$ cat src/rtl/serial_subtract_ctrl_pkg.sv
// Shared definitions for the bit-serial subtractor: FSM state encodings and default operand width.
package serial_subtract_ctrl_pkg;

  typedef enum logic [1:0] {
    IDLE  = 2'd0,
    SHIFT = 2'd1,
    DONE  = 2'd2
  } state_t;

  localparam int DEFAULT_WIDTH = 8;

endpackage

$ cat src/rtl/full_subtract.sv
// One-bit full subtractor cell: D = A - B - Bin, Bout set when the difference borrows.
module full_subtract (
  input  logic A,
  input  logic B,
  input  logic Bin,
  output logic Bout,
  output logic D
);

  assign D    = A ^ B ^ Bin;
  assign Bout = (~A & B) | (~(A ^ B) & Bin);

endmodule

$ cat src/rtl/serial_subtract_ctrl.sv
// Bit-serial a-b controller: one full_subtract cell, LSB first, WIDTH SHIFT cycles per operation.
// Optional macro SUB_OVERFLOW_EN adds the registered two's-complement overflow output.
module serial_subtract_ctrl
  import serial_subtract_ctrl_pkg::*;
#(
  parameter int WIDTH = DEFAULT_WIDTH
) (
  input  logic             clk,
  input  logic             rst_n,
  input  logic             start,
  input  logic [WIDTH-1:0] a,
  input  logic [WIDTH-1:0] b,
  output logic             busy,
  output logic             done,
  output logic [WIDTH-1:0] diff,
  output logic             borrow
`ifdef SUB_OVERFLOW_EN
  ,
  output logic             overflow
`endif
);

  localparam int CNT_W = (WIDTH > 1) ? $clog2(WIDTH) : 1;

  state_t             r_state;
  logic [WIDTH-1:0]   r_a;
  logic [WIDTH-1:0]   r_b;
  logic [CNT_W-1:0]   r_cnt;
  logic               r_bin;
  logic [WIDTH-1:0]   r_diff;
  logic               r_borrow;
  logic               r_busy;
  logic               r_done;
  logic               r_ovf;

  logic               w_d;
  logic               w_bout;
  logic               w_last;

  full_subtract u_cell (
    .A    (r_a[0]),
    .B    (r_b[0]),
    .Bin  (r_bin),
    .Bout (w_bout),
    .D    (w_d)
  );

  assign w_last = (r_cnt == CNT_W'(WIDTH - 1));

  // Operand registers shift right so bit 0 always presents the current bit pair to the cell.
  always_ff @(posedge clk or negedge rst_n) begin
    if (!rst_n) begin
      r_state  <= IDLE;
      r_a      <= '0;
      r_b      <= '0;
      r_cnt    <= '0;
      r_bin    <= 1'b0;
      r_diff   <= '0;
      r_borrow <= 1'b0;
      r_busy   <= 1'b0;
      r_done   <= 1'b0;
      r_ovf    <= 1'b0;
    end else begin
      r_done <= 1'b0;
      case (r_state)
        IDLE: begin
          if (start) begin
            r_a     <= a;
            r_b     <= b;
            r_bin   <= 1'b0;
            r_cnt   <= '0;
            r_busy  <= 1'b1;
            r_state <= SHIFT;
          end
        end
        SHIFT: begin
          r_diff <= {w_d, r_diff[WIDTH-1:1]};
          r_bin  <= w_bout;
          r_a    <= r_a >> 1;
          r_b    <= r_b >> 1;
          r_cnt  <= r_cnt + CNT_W'(1);
          if (w_last) begin
            // On the last bit, r_a[0]/r_b[0] are the original sign bits and w_d is the result sign.
            r_borrow <= w_bout;
            r_ovf    <= (r_a[0] != r_b[0]) && (w_d != r_a[0]);
            r_busy   <= 1'b0;
            r_done   <= 1'b1;
            r_state  <= DONE;
          end
        end
        DONE: begin
          r_state <= IDLE;
        end
        default: begin
          r_state <= IDLE;
        end
      endcase
    end
  end

  assign busy   = r_busy;
  assign done   = r_done;
  assign diff   = r_diff;
  assign borrow = r_borrow;

`ifdef SUB_OVERFLOW_EN
  assign overflow = r_ovf;
`else
  logic w_ovf_unused;
  assign w_ovf_unused = r_ovf;
`endif

endmodule

$ cat config.mk
export PLATFORM = sky130hd
export DESIGN_NAME = serial_subtract_ctrl
export DESIGN_NICKNAME = d
export VERILOG_FILES = /design/src/rtl/serial_subtract_ctrl_pkg.sv /design/src/rtl/full_subtract.sv /design/src/rtl/serial_subtract_ctrl.sv
export SDC_FILE = /design/constraint.sdc
export NUM_CORES = 1
export LEC_CHECK = 0
export BUFFER_PORTS_ARGS = -buffer_cell sky130_fd_sc_hd__buf_2
export CORE_ASPECT_RATIO = 1.1
export CORE_MARGIN = 2
export CORE_UTILIZATION = 45
export CTS_CLUSTER_SIZE = 28
export DETAILED_ROUTE_END_ITERATION = 16
export PLACE_DENSITY = 0.71
export SLEW_MARGIN = 20
export SYNTH_ARGS = -nofsm -noshare
export SYNTH_HDL_FRONTEND = slang
export SYNTH_SLANG_ARGS = --single-unit
$ cat constraint.sdc
create_clock -name clk -period 1.5 [get_ports clk]
set_clock_uncertainty 0.2 [all_clocks]
set_input_delay 0 -clock clk [delete_from_list [all_inputs] [get_ports clk]]
set_output_delay 0 -clock clk [all_outputs]
set_load 0.02 [all_outputs]
==> run metrics <==
outcome=finished, final reports clean; die area=3680 um2; port bufs=29; clock share of power=12.8%; router iterations before antenna repair=4; post-synthesis sequential area ratio=approximately 57%; wire length on met3=194 um; Mapped Cells=116; Worst EP arrival=1470 ps; final setup vio count=0; Worst-Margin Slew=454 ps; commonest non-fill, non-tap cell in the layout=dfrtp_1; Max Freq=0.687 GHz; synth-to-layout area growth=28.4%; R2R Setup Slk=40 ps; fillcell total=264; 1st-iter DRT viols=between 50 and 60; Synth Cell Area=around 1400 um2; max cap viols=0; # rows=21; Nets=between 150 and 200; Tmin final=1460 ps; vias in the first global route=approximately 1100; DP Cell Count=176; synthesized flop and latch total=33; hold crit path type=in2async; Pint=2.40 mW; most frequent cells in the layout=dfrtp_1 (33), buf_2 (29), o22ai_1 (23), dlygate4sd3_1 (18), a21oi_1 (9); post-synth net total=approximately 140; syn avg cell area=12.5 um2; worst setup path class=reg2reg; first-pass GRT wire length=4970 um; Seq pwr share=42.2%; root buf cell=clkbuf_4; Comb power frac=45.0%; Final Cycle Share=between 90% and 100%; Die Width=58.0 um; DRC Markers=0; Die H=about 63 um; Final ANT Viol Nets=0; clk_lat worst skew=330 ps; I/O pin total=30; vias per std cell=5.63; Routability Congestion=around 0.72; Worst setup SP type=flip-flop; Routed met1 length=1280 um; Detailed Route WL=3050 um; largest net degree at the start of global routing=34; final hold vios=0; crit path max fanout=3; design area=1860 um2; GRT Overall Usage=approximately 18%; Pins Over Slew Limit=0; Placed Area=around 1600 um2; Max VDD drop=0.00128 V; GRT overflow=0; Sw Share=between 30% and 40%; CP Data Required Time=between 1500 and 2000 ps; n_diodes=0; Clock Pin Slew Worst Setup and Hold Paths=90 ps; max layer used=met4; Clock Path Buffers=2; # H-tree levels=2; share of cells above drive strength 1=31.0%; Num CTS Buffers=5; RSZ-0062 raised after global routing=no; crit end category=flip-flop; power per cell area=~2000 nW/um2; Met2 Wirelength=approximately 1500 um; switching power=1.40 mW; final setup TNS=0 ps; Non-Filler Instances=202; Starting Density=between 40% and 50%; Static Leak=0.858 nW; core area=3050 um2; routed vias=1137; clk sink count=33; wire per inst=15.1 um; dpl hpwl=1970 um; Distinct cells, synth=24; TritonCTS clock tree=done; initial antenna violation count=0; YS warnings=0; Slew Limit Headroom=69.7%
[routing by layer]
| metal | up-vias | GRT usage (%) |
|---|---|---|
| met4 | 0 | 5.23 |
| met5 | - | 0 |
| met1 | 553 | 21.2 |
| li1 | 538 | - |
| met3 | 4 | 6.16 |
| met2 | 42 | 30.1 |
[final cells by class]
cell class | count | area, um2 | share of cell area (%)
Clock buffer | 7 | 55.1 | 2.97
Inverter | 6 | 22.5 | 1.21
Multi-Input combinational cell | 71 | 554 | 29.9
Timing Repair Buffer | 51 | 355 | 19.2
Tap cell | 34 | 42.5 | 2.29
Sequential cell | 33 | 826 | 44.5
[timing repair]
item                                   in CTS  in global routing
hold buffers                               18                  0
endpoints found under the hold margin      49                  0
setup buffers                               0                  1
gates resized for setup                     0                  2
setup endpoints to repair                   0                  2
[cells by family (layout without fill, tap and decap cells)]
logic type | Yosys count | in the layout | share of synthesized area, %
AND/OR/NAND/NOR | 12 | 12 | 5.02
multiplexers | 9 | 9 | 9.00
AO/OA/AOI/OAI | 47 | 47 | 20.9
buffers and inverters | 12 | 64 | 4.85
flip-flops | 33 | 33 | 57.1
adder cells (fa/ha/maj) | 3 | 3 | 3.12
[sequential cells by signal, summed over array words and instances, names as in the netlist]
register	cells
diff	8
r_cnt	3
r_bin	1
done	1
busy	1
r_a	8
r_state	2
r_b	8
borrow	1
[stage by stage]
step / hold WS [ps] / util, % / power (mW) / worst slack [ps]
floorplan: -496 / - / 2.88 / 64.0
global placement: -165 / 52.8 / 3.16 / 56.0
detailed placement: -149 / 52.8 / 3.26 / 13.1
CTS: 30.7 / 60.5 / 3.79 / 1.59
global route: 37.2 / 60.9 / 4.05 / 14.7
finish: 17.5 / 60.9 / 3.80 / 43.9
[worst paths after layout]
check | from | end | depth (start not counted)
min in group clk | b[7] | r_b[7]$_DFFE_PN0P_ | 4
worst min register to register | r_cnt[0]$_DFFE_PN0P_ | r_cnt[0]$_DFFE_PN0P_ | 1
worst max register to register | r_a[0]$_DFFE_PN0P_ | diff[7]$_DFFE_PN0N_ | 2
worst min-delay path | rst_n | diff[1]$_DFFE_PN0N_ | 3
max in group asynchronous | rst_n | r_a[2]$_DFFE_PN0P_ | 3
worst max-delay path | r_a[0]$_DFFE_PN0P_ | diff[7]$_DFFE_PN0N_ | 2
[synth_stat cells]
cell / n / area share (%)
mux2i_1: 1 / 0.69
fa_1: 1 / 1.4
a22o_1: 2 / 1.2
mux2_4: 8 / 8.3
inv_1: 5 / 1.3
buf_12: 1 / 1.4
nand2b_1: 2 / 0.87
o21ai_0: 5 / 1.7
nor2_1: 3 / 0.78
nand2_1: 3 / 0.78
o21bai_1: 1 / 0.52
o22ai_1: 23 / 10
a2bb2oi_1: 6 / 3.6
a21oi_1: 9 / 3.1
nor2_4: 1 / 0.78
ha_1: 2 / 1.7
inv_2: 1 / 0.26
dfrtp_1: 33 / 57
buf_4: 1 / 0.52
nand2b_4: 1 / 0.95
nor2_2: 1 / 0.43
buf_2: 4 / 1.4
nor2b_1: 1 / 0.43
a32o_1: 1 / 0.69
[power groups by stage]
| stage | clock network, mW | logic, mW | registers, mW |
|---|---|---|---|
| final | 0.486 | 1.71 | 1.60 |
| after global routing | 0.548 | 1.85 | 1.65 |
| after CTS | 0.514 | 1.68 | 1.60 |
| after detailed placement | 0 | 1.64 | 1.62 |
| after global placement | 0 | 1.57 | 1.59 |
| after floorplan | 0 | 1.16 | 1.73 |
[worst max-delay path: stages (launching register included)]
cell and delay, ps:
dfrtp_1 420, fa_1 460, mux2_4 270
(Power assumes the default switching activity.)
